==> config.mk <==
export PLATFORM = sky130hd
export DESIGN_NAME = multicycle_main_control_flat
export DESIGN_NICKNAME = d
export VERILOG_FILES = /design/src/rtl/multicycle_main_control_pkg.sv /design/src/rtl/multicycle_main_control_if.sv /design/src/rtl/multicycle_main_control_mem_wait_counter.sv /design/src/rtl/multicycle_main_control.sv /design/src/flat_wrapper.sv
export SDC_FILE = /design/constraint.sdc
export NUM_CORES = 1
export LEC_CHECK = 0
export ABC_AREA = 1
export ABC_CLOCK_PERIOD_IN_PS = 1400
export BUFFER_PORTS_ARGS = -buffer_cell sky130_fd_sc_hd__buf_4
export CORE_MARGIN = 3
export CORE_UTILIZATION = 40
export CTS_BUF_LIST = sky130_fd_sc_hd__clkbuf_8
export CTS_CLUSTER_SIZE = 24
export DETAILED_ROUTE_END_ITERATION = 16
export PLACE_DENSITY = 0.67
export SLEW_MARGIN = 10
export SYNTH_ARGS = -nofsm -noshare
export SYNTH_HDL_FRONTEND = slang
export SYNTH_HIERARCHICAL = 1
export SYNTH_SLANG_ARGS = --single-unit
==> constraint.sdc <==
create_clock -name clk -period 1.4 [get_ports clk]
set_input_delay 0.14 -clock clk [delete_from_list [all_inputs] [get_ports clk]]
set_output_delay 0.14 -clock clk [all_outputs]
set_load 0.005 [all_outputs]
==> src/rtl/multicycle_main_control_pkg.sv <==
// ============================================================================
//  Package    : mips_ctrl_pkg
//  Description: Opcodes, ALUOp codes, mux select codes and FSM states shared by
//               the multi-cycle MIPS main controller and its interface.
//  Revision   : 1.0 - initial release
// ============================================================================
`default_nettype none

package mips_ctrl_pkg;

   localparam int OPCODE_W = 6;
   localparam int ALUOP_W  = 3;

   localparam logic [OPCODE_W-1:0] OP_RTYPE = 6'h00;
   localparam logic [OPCODE_W-1:0] OP_J     = 6'h02;
   localparam logic [OPCODE_W-1:0] OP_BEQ   = 6'h04;
   localparam logic [OPCODE_W-1:0] OP_BNE   = 6'h05;
   localparam logic [OPCODE_W-1:0] OP_ADDI  = 6'h08;
   localparam logic [OPCODE_W-1:0] OP_ANDI  = 6'h0C;
   localparam logic [OPCODE_W-1:0] OP_ORI   = 6'h0D;
   localparam logic [OPCODE_W-1:0] OP_LUI   = 6'h0F;
   localparam logic [OPCODE_W-1:0] OP_LW    = 6'h23;
   localparam logic [OPCODE_W-1:0] OP_SW    = 6'h2B;

   localparam logic [ALUOP_W-1:0] ALUOP_OR    = 3'b001;
   localparam logic [ALUOP_W-1:0] ALUOP_LUI   = 3'b010;
   localparam logic [ALUOP_W-1:0] ALUOP_AND   = 3'b011;
   localparam logic [ALUOP_W-1:0] ALUOP_ADD   = 3'b100;
   localparam logic [ALUOP_W-1:0] ALUOP_MEM   = 3'b101;
   localparam logic [ALUOP_W-1:0] ALUOP_SUB   = 3'b110;
   localparam logic [ALUOP_W-1:0] ALUOP_FUNCT = 3'b111;

   localparam logic [1:0] SRCB_REG     = 2'b00;
   localparam logic [1:0] SRCB_FOUR    = 2'b01;
   localparam logic [1:0] SRCB_IMM     = 2'b10;
   localparam logic [1:0] SRCB_IMM_SH2 = 2'b11;

   localparam logic [1:0] PCSRC_ALU    = 2'b00;
   localparam logic [1:0] PCSRC_ALUOUT = 2'b01;
   localparam logic [1:0] PCSRC_JUMP   = 2'b10;

   typedef enum logic [3:0] {
      S_FETCH     = 4'd0,
      S_DECODE    = 4'd1,
      S_R_EXEC    = 4'd2,
      S_R_WB      = 4'd3,
      S_I_EXEC    = 4'd4,
      S_I_WB      = 4'd5,
      S_MEM_ADDR  = 4'd6,
      S_MEM_READ  = 4'd7,
      S_MEM_WB    = 4'd8,
      S_MEM_WRITE = 4'd9,
      S_BRANCH    = 4'd10,
      S_JUMP      = 4'd11
   } state_t;

   // States that wait on the shared memory and therefore run the wait counter.
   function automatic logic is_mem_state(input state_t s);
      return (s == S_FETCH) || (s == S_MEM_READ) || (s == S_MEM_WRITE);
   endfunction

   function automatic logic [ALUOP_W-1:0] imm_alu_op(input logic [OPCODE_W-1:0] op);
      logic [ALUOP_W-1:0] r;
      r = ALUOP_ADD;
      case (op)
         OP_ANDI: r = ALUOP_AND;
         OP_ORI:  r = ALUOP_OR;
         OP_LUI:  r = ALUOP_LUI;
         default: r = ALUOP_ADD;
      endcase
      return r;
   endfunction

endpackage

`default_nettype wire

==> src/rtl/multicycle_main_control_if.sv <==
// ============================================================================
//  Interface  : multicycle_main_control_if
//  Description: Controller <-> datapath/memory bundle; master = controller.
//  Revision   : 1.0 - initial release
// ============================================================================
`default_nettype none

interface multicycle_main_control_if;
   import mips_ctrl_pkg::*;

   logic [OPCODE_W-1:0] opcode_i;
   logic                mem_ready_i;
   logic                zero_i;
   logic                pc_write_o;
   logic                pc_write_cond_o;
   logic                branch_ne_o;
   logic                i_or_d_o;
   logic                mem_read_o;
   logic                mem_write_o;
   logic                ir_write_o;
   logic                reg_dst_o;
   logic                mem_to_reg_o;
   logic                reg_write_o;
   logic                alu_src_a_o;
   logic [1:0]          alu_src_b_o;
   logic [1:0]          pc_source_o;
   logic [ALUOP_W-1:0]  alu_op_o;
   logic                illegal_op_o;
   logic                mem_timeout_o;

   modport master (
      input  opcode_i, mem_ready_i, zero_i,
      output pc_write_o, pc_write_cond_o, branch_ne_o, i_or_d_o, mem_read_o,
             mem_write_o, ir_write_o, reg_dst_o, mem_to_reg_o, reg_write_o,
             alu_src_a_o, alu_src_b_o, pc_source_o, alu_op_o, illegal_op_o,
             mem_timeout_o
   );

   modport slave (
      output opcode_i, mem_ready_i, zero_i,
      input  pc_write_o, pc_write_cond_o, branch_ne_o, i_or_d_o, mem_read_o,
             mem_write_o, ir_write_o, reg_dst_o, mem_to_reg_o, reg_write_o,
             alu_src_a_o, alu_src_b_o, pc_source_o, alu_op_o, illegal_op_o,
             mem_timeout_o
   );

endinterface

`default_nettype wire

==> src/rtl/multicycle_main_control_mem_wait_counter.sv <==
// ============================================================================
//  Module     : mem_wait_counter
//  Description: Saturating count of memory wait cycles with a saturate flag.
//  Revision   : 1.0 - initial release
// ============================================================================
`default_nettype none

module mem_wait_counter #(
   parameter int WAIT_MAX = 15
) (
   input  logic clk,
   input  logic reset,
   input  logic clear_i,
   input  logic inc_i,
   output logic sat_o
);

   localparam int CNT_W = (WAIT_MAX < 2) ? 1 : $clog2(WAIT_MAX + 1);

   logic [CNT_W-1:0] cnt_q;
   logic [CNT_W-1:0] cnt_d;

   assign sat_o = (cnt_q == CNT_W'(WAIT_MAX));

   always_comb begin
      cnt_d = cnt_q;
      if (clear_i) begin
         cnt_d = '0;
      end else if (inc_i && !sat_o) begin
         cnt_d = cnt_q + CNT_W'(1);
      end
   end

   always_ff @(posedge clk) begin
      if (reset) begin
         cnt_q <= '0;
      end else begin
         cnt_q <= cnt_d;
      end
   end

endmodule

`default_nettype wire

==> src/rtl/multicycle_main_control.sv <==
// ============================================================================
//  Module     : multicycle_main_control
//  Description: Main control FSM of the multi-cycle MIPS datapath.
//  Revision   : 1.0 - initial release
// ============================================================================
`default_nettype none

module multicycle_main_control
   import mips_ctrl_pkg::*;
#(
   parameter state_t RESET_STATE  = S_FETCH,
   parameter int     MEM_WAIT_MAX = 15
) (
   input  logic                             clk,
   input  logic                             reset,
   multicycle_main_control_if.master        bus
);

   state_t state_q;
   state_t state_d;
   logic   timeout_q;
   logic   timeout_d;
   logic   w_sat;
   logic   w_mem_state;
   logic   w_hold;
   logic   w_abort;
   logic   w_unused_zero;

   // The branch decision itself lives in the datapath.
   assign w_unused_zero = bus.zero_i;

   assign w_mem_state = is_mem_state(state_q);
   assign w_abort     = w_mem_state && w_sat;
   assign w_hold      = w_mem_state && !w_sat && !bus.mem_ready_i;
   assign timeout_d   = timeout_q | w_abort;

   // Any non-holding cycle either leaves the state or re-enters FETCH.
   mem_wait_counter #(
      .WAIT_MAX (MEM_WAIT_MAX)
   ) u_wait_cnt (
      .clk     (clk),
      .reset   (reset),
      .clear_i (!w_hold),
      .inc_i   (w_hold),
      .sat_o   (w_sat)
   );

   always_ff @(posedge clk) begin
      if (reset) begin
         state_q   <= RESET_STATE;
         timeout_q <= 1'b0;
      end else begin
         state_q   <= state_d;
         timeout_q <= timeout_d;
      end
   end

   assign bus.mem_timeout_o = timeout_q;

   always_comb begin
      state_d             = state_q;
      bus.pc_write_o      = 1'b0;
      bus.pc_write_cond_o = 1'b0;
      bus.branch_ne_o     = 1'b0;
      bus.i_or_d_o        = 1'b0;
      bus.mem_read_o      = 1'b0;
      bus.mem_write_o     = 1'b0;
      bus.ir_write_o      = 1'b0;
      bus.reg_dst_o       = 1'b0;
      bus.mem_to_reg_o    = 1'b0;
      bus.reg_write_o     = 1'b0;
      bus.alu_src_a_o     = 1'b0;
      bus.alu_src_b_o     = SRCB_REG;
      bus.pc_source_o     = PCSRC_ALU;
      bus.alu_op_o        = ALUOP_ADD;
      bus.illegal_op_o    = 1'b0;

      case (state_q)
         S_FETCH: begin
            bus.mem_read_o  = !w_sat;
            bus.alu_src_b_o = SRCB_FOUR;
            if (w_sat) begin
               state_d = S_FETCH;
            end else if (bus.mem_ready_i) begin
               bus.pc_write_o = 1'b1;
               bus.ir_write_o = 1'b1;
               state_d        = S_DECODE;
            end
         end

         S_DECODE: begin
            bus.alu_src_b_o = SRCB_IMM_SH2;
            case (bus.opcode_i)
               OP_RTYPE:                        state_d = S_R_EXEC;
               OP_ADDI, OP_ANDI, OP_ORI, OP_LUI: state_d = S_I_EXEC;
               OP_LW, OP_SW:                    state_d = S_MEM_ADDR;
               OP_BEQ, OP_BNE:                  state_d = S_BRANCH;
               OP_J:                            state_d = S_JUMP;
               default: begin
                  bus.illegal_op_o = 1'b1;
                  state_d          = S_FETCH;
               end
            endcase
         end

         S_R_EXEC: begin
            bus.alu_src_a_o = 1'b1;
            bus.alu_src_b_o = SRCB_REG;
            bus.alu_op_o    = ALUOP_FUNCT;
            state_d         = S_R_WB;
         end

         S_R_WB: begin
            bus.reg_dst_o   = 1'b1;
            bus.reg_write_o = 1'b1;
            state_d         = S_FETCH;
         end

         S_I_EXEC: begin
            bus.alu_src_a_o = 1'b1;
            bus.alu_src_b_o = SRCB_IMM;
            bus.alu_op_o    = imm_alu_op(bus.opcode_i);
            state_d         = S_I_WB;
         end

         S_I_WB: begin
            bus.reg_write_o = 1'b1;
            state_d         = S_FETCH;
         end

         S_MEM_ADDR: begin
            bus.alu_src_a_o = 1'b1;
            bus.alu_src_b_o = SRCB_IMM;
            bus.alu_op_o    = ALUOP_MEM;
            if (bus.opcode_i == OP_LW) begin
               state_d = S_MEM_READ;
            end else if (bus.opcode_i == OP_SW) begin
               state_d = S_MEM_WRITE;
            end else begin
               state_d = S_FETCH;
            end
         end

         S_MEM_READ: begin
            bus.i_or_d_o   = 1'b1;
            bus.mem_read_o = !w_sat;
            if (w_sat) begin
               state_d = S_FETCH;
            end else if (bus.mem_ready_i) begin
               state_d = S_MEM_WB;
            end
         end

         S_MEM_WB: begin
            bus.mem_to_reg_o = 1'b1;
            bus.reg_write_o  = 1'b1;
            state_d          = S_FETCH;
         end

         S_MEM_WRITE: begin
            bus.i_or_d_o    = 1'b1;
            bus.mem_write_o = !w_sat;
            if (w_sat || bus.mem_ready_i) begin
               state_d = S_FETCH;
            end
         end

         S_BRANCH: begin
            bus.alu_src_a_o     = 1'b1;
            bus.alu_src_b_o     = SRCB_REG;
            bus.alu_op_o        = ALUOP_SUB;
            bus.pc_write_cond_o = 1'b1;
            bus.pc_source_o     = PCSRC_ALUOUT;
            bus.branch_ne_o     = (bus.opcode_i == OP_BNE);
            state_d             = S_FETCH;
         end

         S_JUMP: begin
            bus.pc_write_o  = 1'b1;
            bus.pc_source_o = PCSRC_JUMP;
            state_d         = S_FETCH;
         end

         default: begin
            state_d = S_FETCH;
         end
      endcase
   end

endmodule

`default_nettype wire

==> src/flat_wrapper.sv <==
// flat-port wrapper written by rule: the top's interface ports become plain ports
module multicycle_main_control_flat import mips_ctrl_pkg::*;
#(
   parameter state_t RESET_STATE  = S_FETCH,
   parameter int     MEM_WAIT_MAX = 15
)
  (clk, reset, bus_opcode_i, bus_mem_ready_i, bus_zero_i, bus_pc_write_o, bus_pc_write_cond_o, bus_branch_ne_o, bus_i_or_d_o, bus_mem_read_o, bus_mem_write_o, bus_ir_write_o, bus_reg_dst_o, bus_mem_to_reg_o, bus_reg_write_o, bus_alu_src_a_o, bus_alu_src_b_o, bus_pc_source_o, bus_alu_op_o, bus_illegal_op_o, bus_mem_timeout_o);
  multicycle_main_control_if bus_i ();
  input  logic clk;
  input  logic reset;
  input wire logic [$bits(bus_i.opcode_i)-1:0] bus_opcode_i;
  input wire logic [$bits(bus_i.mem_ready_i)-1:0] bus_mem_ready_i;
  input wire logic [$bits(bus_i.zero_i)-1:0] bus_zero_i;
  output wire logic [$bits(bus_i.pc_write_o)-1:0] bus_pc_write_o;
  output wire logic [$bits(bus_i.pc_write_cond_o)-1:0] bus_pc_write_cond_o;
  output wire logic [$bits(bus_i.branch_ne_o)-1:0] bus_branch_ne_o;
  output wire logic [$bits(bus_i.i_or_d_o)-1:0] bus_i_or_d_o;
  output wire logic [$bits(bus_i.mem_read_o)-1:0] bus_mem_read_o;
  output wire logic [$bits(bus_i.mem_write_o)-1:0] bus_mem_write_o;
  output wire logic [$bits(bus_i.ir_write_o)-1:0] bus_ir_write_o;
  output wire logic [$bits(bus_i.reg_dst_o)-1:0] bus_reg_dst_o;
  output wire logic [$bits(bus_i.mem_to_reg_o)-1:0] bus_mem_to_reg_o;
  output wire logic [$bits(bus_i.reg_write_o)-1:0] bus_reg_write_o;
  output wire logic [$bits(bus_i.alu_src_a_o)-1:0] bus_alu_src_a_o;
  output wire logic [$bits(bus_i.alu_src_b_o)-1:0] bus_alu_src_b_o;
  output wire logic [$bits(bus_i.pc_source_o)-1:0] bus_pc_source_o;
  output wire logic [$bits(bus_i.alu_op_o)-1:0] bus_alu_op_o;
  output wire logic [$bits(bus_i.illegal_op_o)-1:0] bus_illegal_op_o;
  output wire logic [$bits(bus_i.mem_timeout_o)-1:0] bus_mem_timeout_o;
  assign bus_i.opcode_i = bus_opcode_i;
  assign bus_i.mem_ready_i = bus_mem_ready_i;
  assign bus_i.zero_i = bus_zero_i;
  assign bus_pc_write_o = bus_i.pc_write_o;
  assign bus_pc_write_cond_o = bus_i.pc_write_cond_o;
  assign bus_branch_ne_o = bus_i.branch_ne_o;
  assign bus_i_or_d_o = bus_i.i_or_d_o;
  assign bus_mem_read_o = bus_i.mem_read_o;
  assign bus_mem_write_o = bus_i.mem_write_o;
  assign bus_ir_write_o = bus_i.ir_write_o;
  assign bus_reg_dst_o = bus_i.reg_dst_o;
  assign bus_mem_to_reg_o = bus_i.mem_to_reg_o;
  assign bus_reg_write_o = bus_i.reg_write_o;
  assign bus_alu_src_a_o = bus_i.alu_src_a_o;
  assign bus_alu_src_b_o = bus_i.alu_src_b_o;
  assign bus_pc_source_o = bus_i.pc_source_o;
  assign bus_alu_op_o = bus_i.alu_op_o;
  assign bus_illegal_op_o = bus_i.illegal_op_o;
  assign bus_mem_timeout_o = bus_i.mem_timeout_o;
  multicycle_main_control #(.RESET_STATE(RESET_STATE), .MEM_WAIT_MAX(MEM_WAIT_MAX)) u_core (.clk(clk), .reset(reset), .bus(bus_i));
endmodule
==> flow_summary_export.csv <==
group,metric,value,unit
layout,drive_gt1_share,47.3,%
setup_path,cp_max_fo,4,
synth,synthTopCellsByArea,"dfxtp_1, nor2_1, nand2_1",
global_route,grt_pass1_wl,3900,um
floorplanning,die_x,51.3,um
timing,hold_ws,126,ps
synth,synth_largest_area_cell,"dfxtp_1",
floorplanning,die_h,51.3,um
route,drt_wl_total,2600,um
floorplanning,design.core.area,1820,um2
setup_path,cp_data_required_time,1550,ps
global_route,antenna_found_initial,0,
placement,hpwl,1870,um
global_route,gr-total-overflow,0,
pwr,total_power,0.975,mW
timing,setup_viol_count_final,1,
setup_path,startpoint_type,"register",
layout,fillCellCount,150,
route,first_pass_iters,4,
route,drc_errors,0,
layout,final_cell_mix,"buf_4, nor2_1, nand2_1, inv_1, nand3_1",
synth,syn_nets,164,
placement,pre_cts_slack,-105,ps
setup_path,cp-endpoint,"u_core/state_q[3]",
clocking,htree_levels,1,
layout,antennaDiodeCount,0,
setup_path,slowest_delay,370,ps
layout,final_cells,228,
synth,synth_top_area_share,22.0,%
floorplanning,num_io_pins,30,
setup_path,cp.arrival,1580,ps
placement,place_congestion,0.862,
timing,fin_skew,1.48,ps
route,drtIter0Drc,27,
floorplanning,start_util,45.0,%
placement,place_area,1150,um2
setup_path,end_kind,"register",
timing,rsz0062_at_grt,"true",
pwr,ir_drop,0.689,mV
setup_path,rr_endpoint,"u_core/state_q[3]",
synth,yosysWarningCount,6,
clocking,clk_pin_slew,40,ps
timing,timing.fmax,700,MHz
synth,ys_seq_area_share,22.0,%
placement,port_buffers,28,
global_route,grt_pass1_vias,914,
synth,synthCells,153,
pwr,power_leakage,0.752,nW
setup_path,crit_type,"reg -> reg",
setup_path,regToRegSetupSlack,-30,ps
clocking,clkLatencyLatePin,230,ps
timing,setup_tns,-27.9,ps
global_route,gr-usage-all-layers,18.8,%
hold_path,min_path_type,"in -> reg",
clocking,clockBufferDepth,2,
layout,final_nets,215,
clocking,clock_sinks,9,
layout,layout_commonest_cell,"buf_4",
timing,worst_pin_slew,217,ps
timing,report.final.slew_viol_count,0,
run_status,violations,"negative setup slack",
clocking,cts_tree,"done",
run_status,status,"complete, but fails checks",
clocking,root_buffer,"clkbuf_8",
layout,fin_util,77.8,%
route,vias,1103,
setup_path,r2r_cells,9,
timing,layout_setup_ws,-27.9,ps
flow_run,cap_violations,0,
layout,final_area,1420,um2
global_route,grt_max_degree,7,
hold_path,holdPathStages,2,
floorplanning,std_cell_rows,15,
setup_path,reg2reg_from,"u_core/state_q[3]",
timing,hold_viol,0,
placement,dp.cells,217,
synth,ys_types,19,
clocking,cts_buffers,3,
floorplanning,dieArea,2630,um2
timing,relSlewSlack,85.5,%
layout,area_delta_synth_final,72.8,%
setup_path,crit_slowest_cell,"dfxtp_4",
pwr,power_density,688,nW/um2
route,ant_nets,0,
route,wl_per_cell,11.4,um
setup_path,startpoint,"u_core/state_q[3]",
synth,synth_area,820,um2
setup_path,crit_chain,"inv_4 -> nand4_1 -> buf_4 -> buf_4 -> nor2_1 -> nor2_1 -> nand2_1 -> nand2_1 -> a21oi_2",
synth,ys_seq_elements,9,
timing,min_period,1430,ps
synth,synth_area_per_cell,5.36,um2
timing,fin_crit_sh,102,%
route,vias_per_cell,4.84,
-- final cells by class --
cell class | count | area [um2] | area share [%]
flip-flops and latches | 9 | 198 | 14.0
clock inverters | 1 | 3.75 | 0.265
inverters | 28 | 113 | 7.95
clock buffers | 3 | 41.3 | 2.92
multi-input cells | 115 | 669 | 47.3
repair buffers | 47 | 360 | 25.4
well taps | 25 | 31.3 | 2.21
-- worst min path at each step --
stage	startpoint	end	slack [ps]
after floorplan	reset	u_core/state_q[3]	200
after global placement	reset	u_core/state_q[3]	340
after detailed placement	reset	u_core/state_q[3]	340
after CTS	reset	u_core/state_q[3]	100
after global routing	reset	u_core/state_q[3]	130
final	reset	u_core/state_q[3]	130
-- power by group --
group          internal (mW)  switching, mW  total [mW]
clock network          0.190         0.0966       0.287
registers              0.269         0.0224       0.291
logic                  0.189          0.208       0.397
total                  0.648          0.327       0.975
-- logic make-up after synthesis --
| family | count (synthesis) | share of synthesized area [%] |
|---|---|---|
| buffers and inverters | 29 | 13.9 |
| flip-flops | 9 | 22.0 |
| AO/OA/AOI/OAI | 15 | 10.4 |
| adder cells (fa/ha/maj) | 1 | 1.53 |
| AND/OR/NAND/NOR | 99 | 52.2 |
-- repair_timing --
action,CTS,global route
setup buffers,2,5
pin swaps,3,5
hold buffers,0,0
setup endpoints to repair,19,21
resized for setup,19,40
hold endpoints to repair,0,0
-- sequential cells by signal, indices dropped and copies added (netlist names) --
signal / flops
u_core/state_q: 4
u_core/u_wait_cnt/cnt_q: 4
u_core/bus.mem_timeout_o: 1
-- synth_stat cells, drive strengths merged --
cell type	instances
a21oi	8
buf	1
dfxtp	9
nand2	33
inv	27
nand4	3
nand3	17
o22ai	2
ha	1
o21ai	4
o32ai	1
nor2	46
clkinv	1
-- metal layers --
| layer | global-route usage [%] | vias to the layer above | routed length, um |
|---|---|---|---|
| li1 | - | 579 | - |
| met1 | 25.3 | 491 | 1120 |
| met2 | 31.8 | 33 | 1310 |
| met3 | 3.79 | 0 | 163 |
| met4 | 2.62 | 0 | 0 |
| met5 | 0 | - | 0 |
-- worst max-delay path, delay by kind of cell (launching register included) --
family                 cells  cell delay (ps)
flip-flops                 1              370
AO/OA/AOI/OAI              1              140
buffers and inverters      3              370
AND/OR/NAND/NOR            5              470
Power figures use the tool's default switching activity.
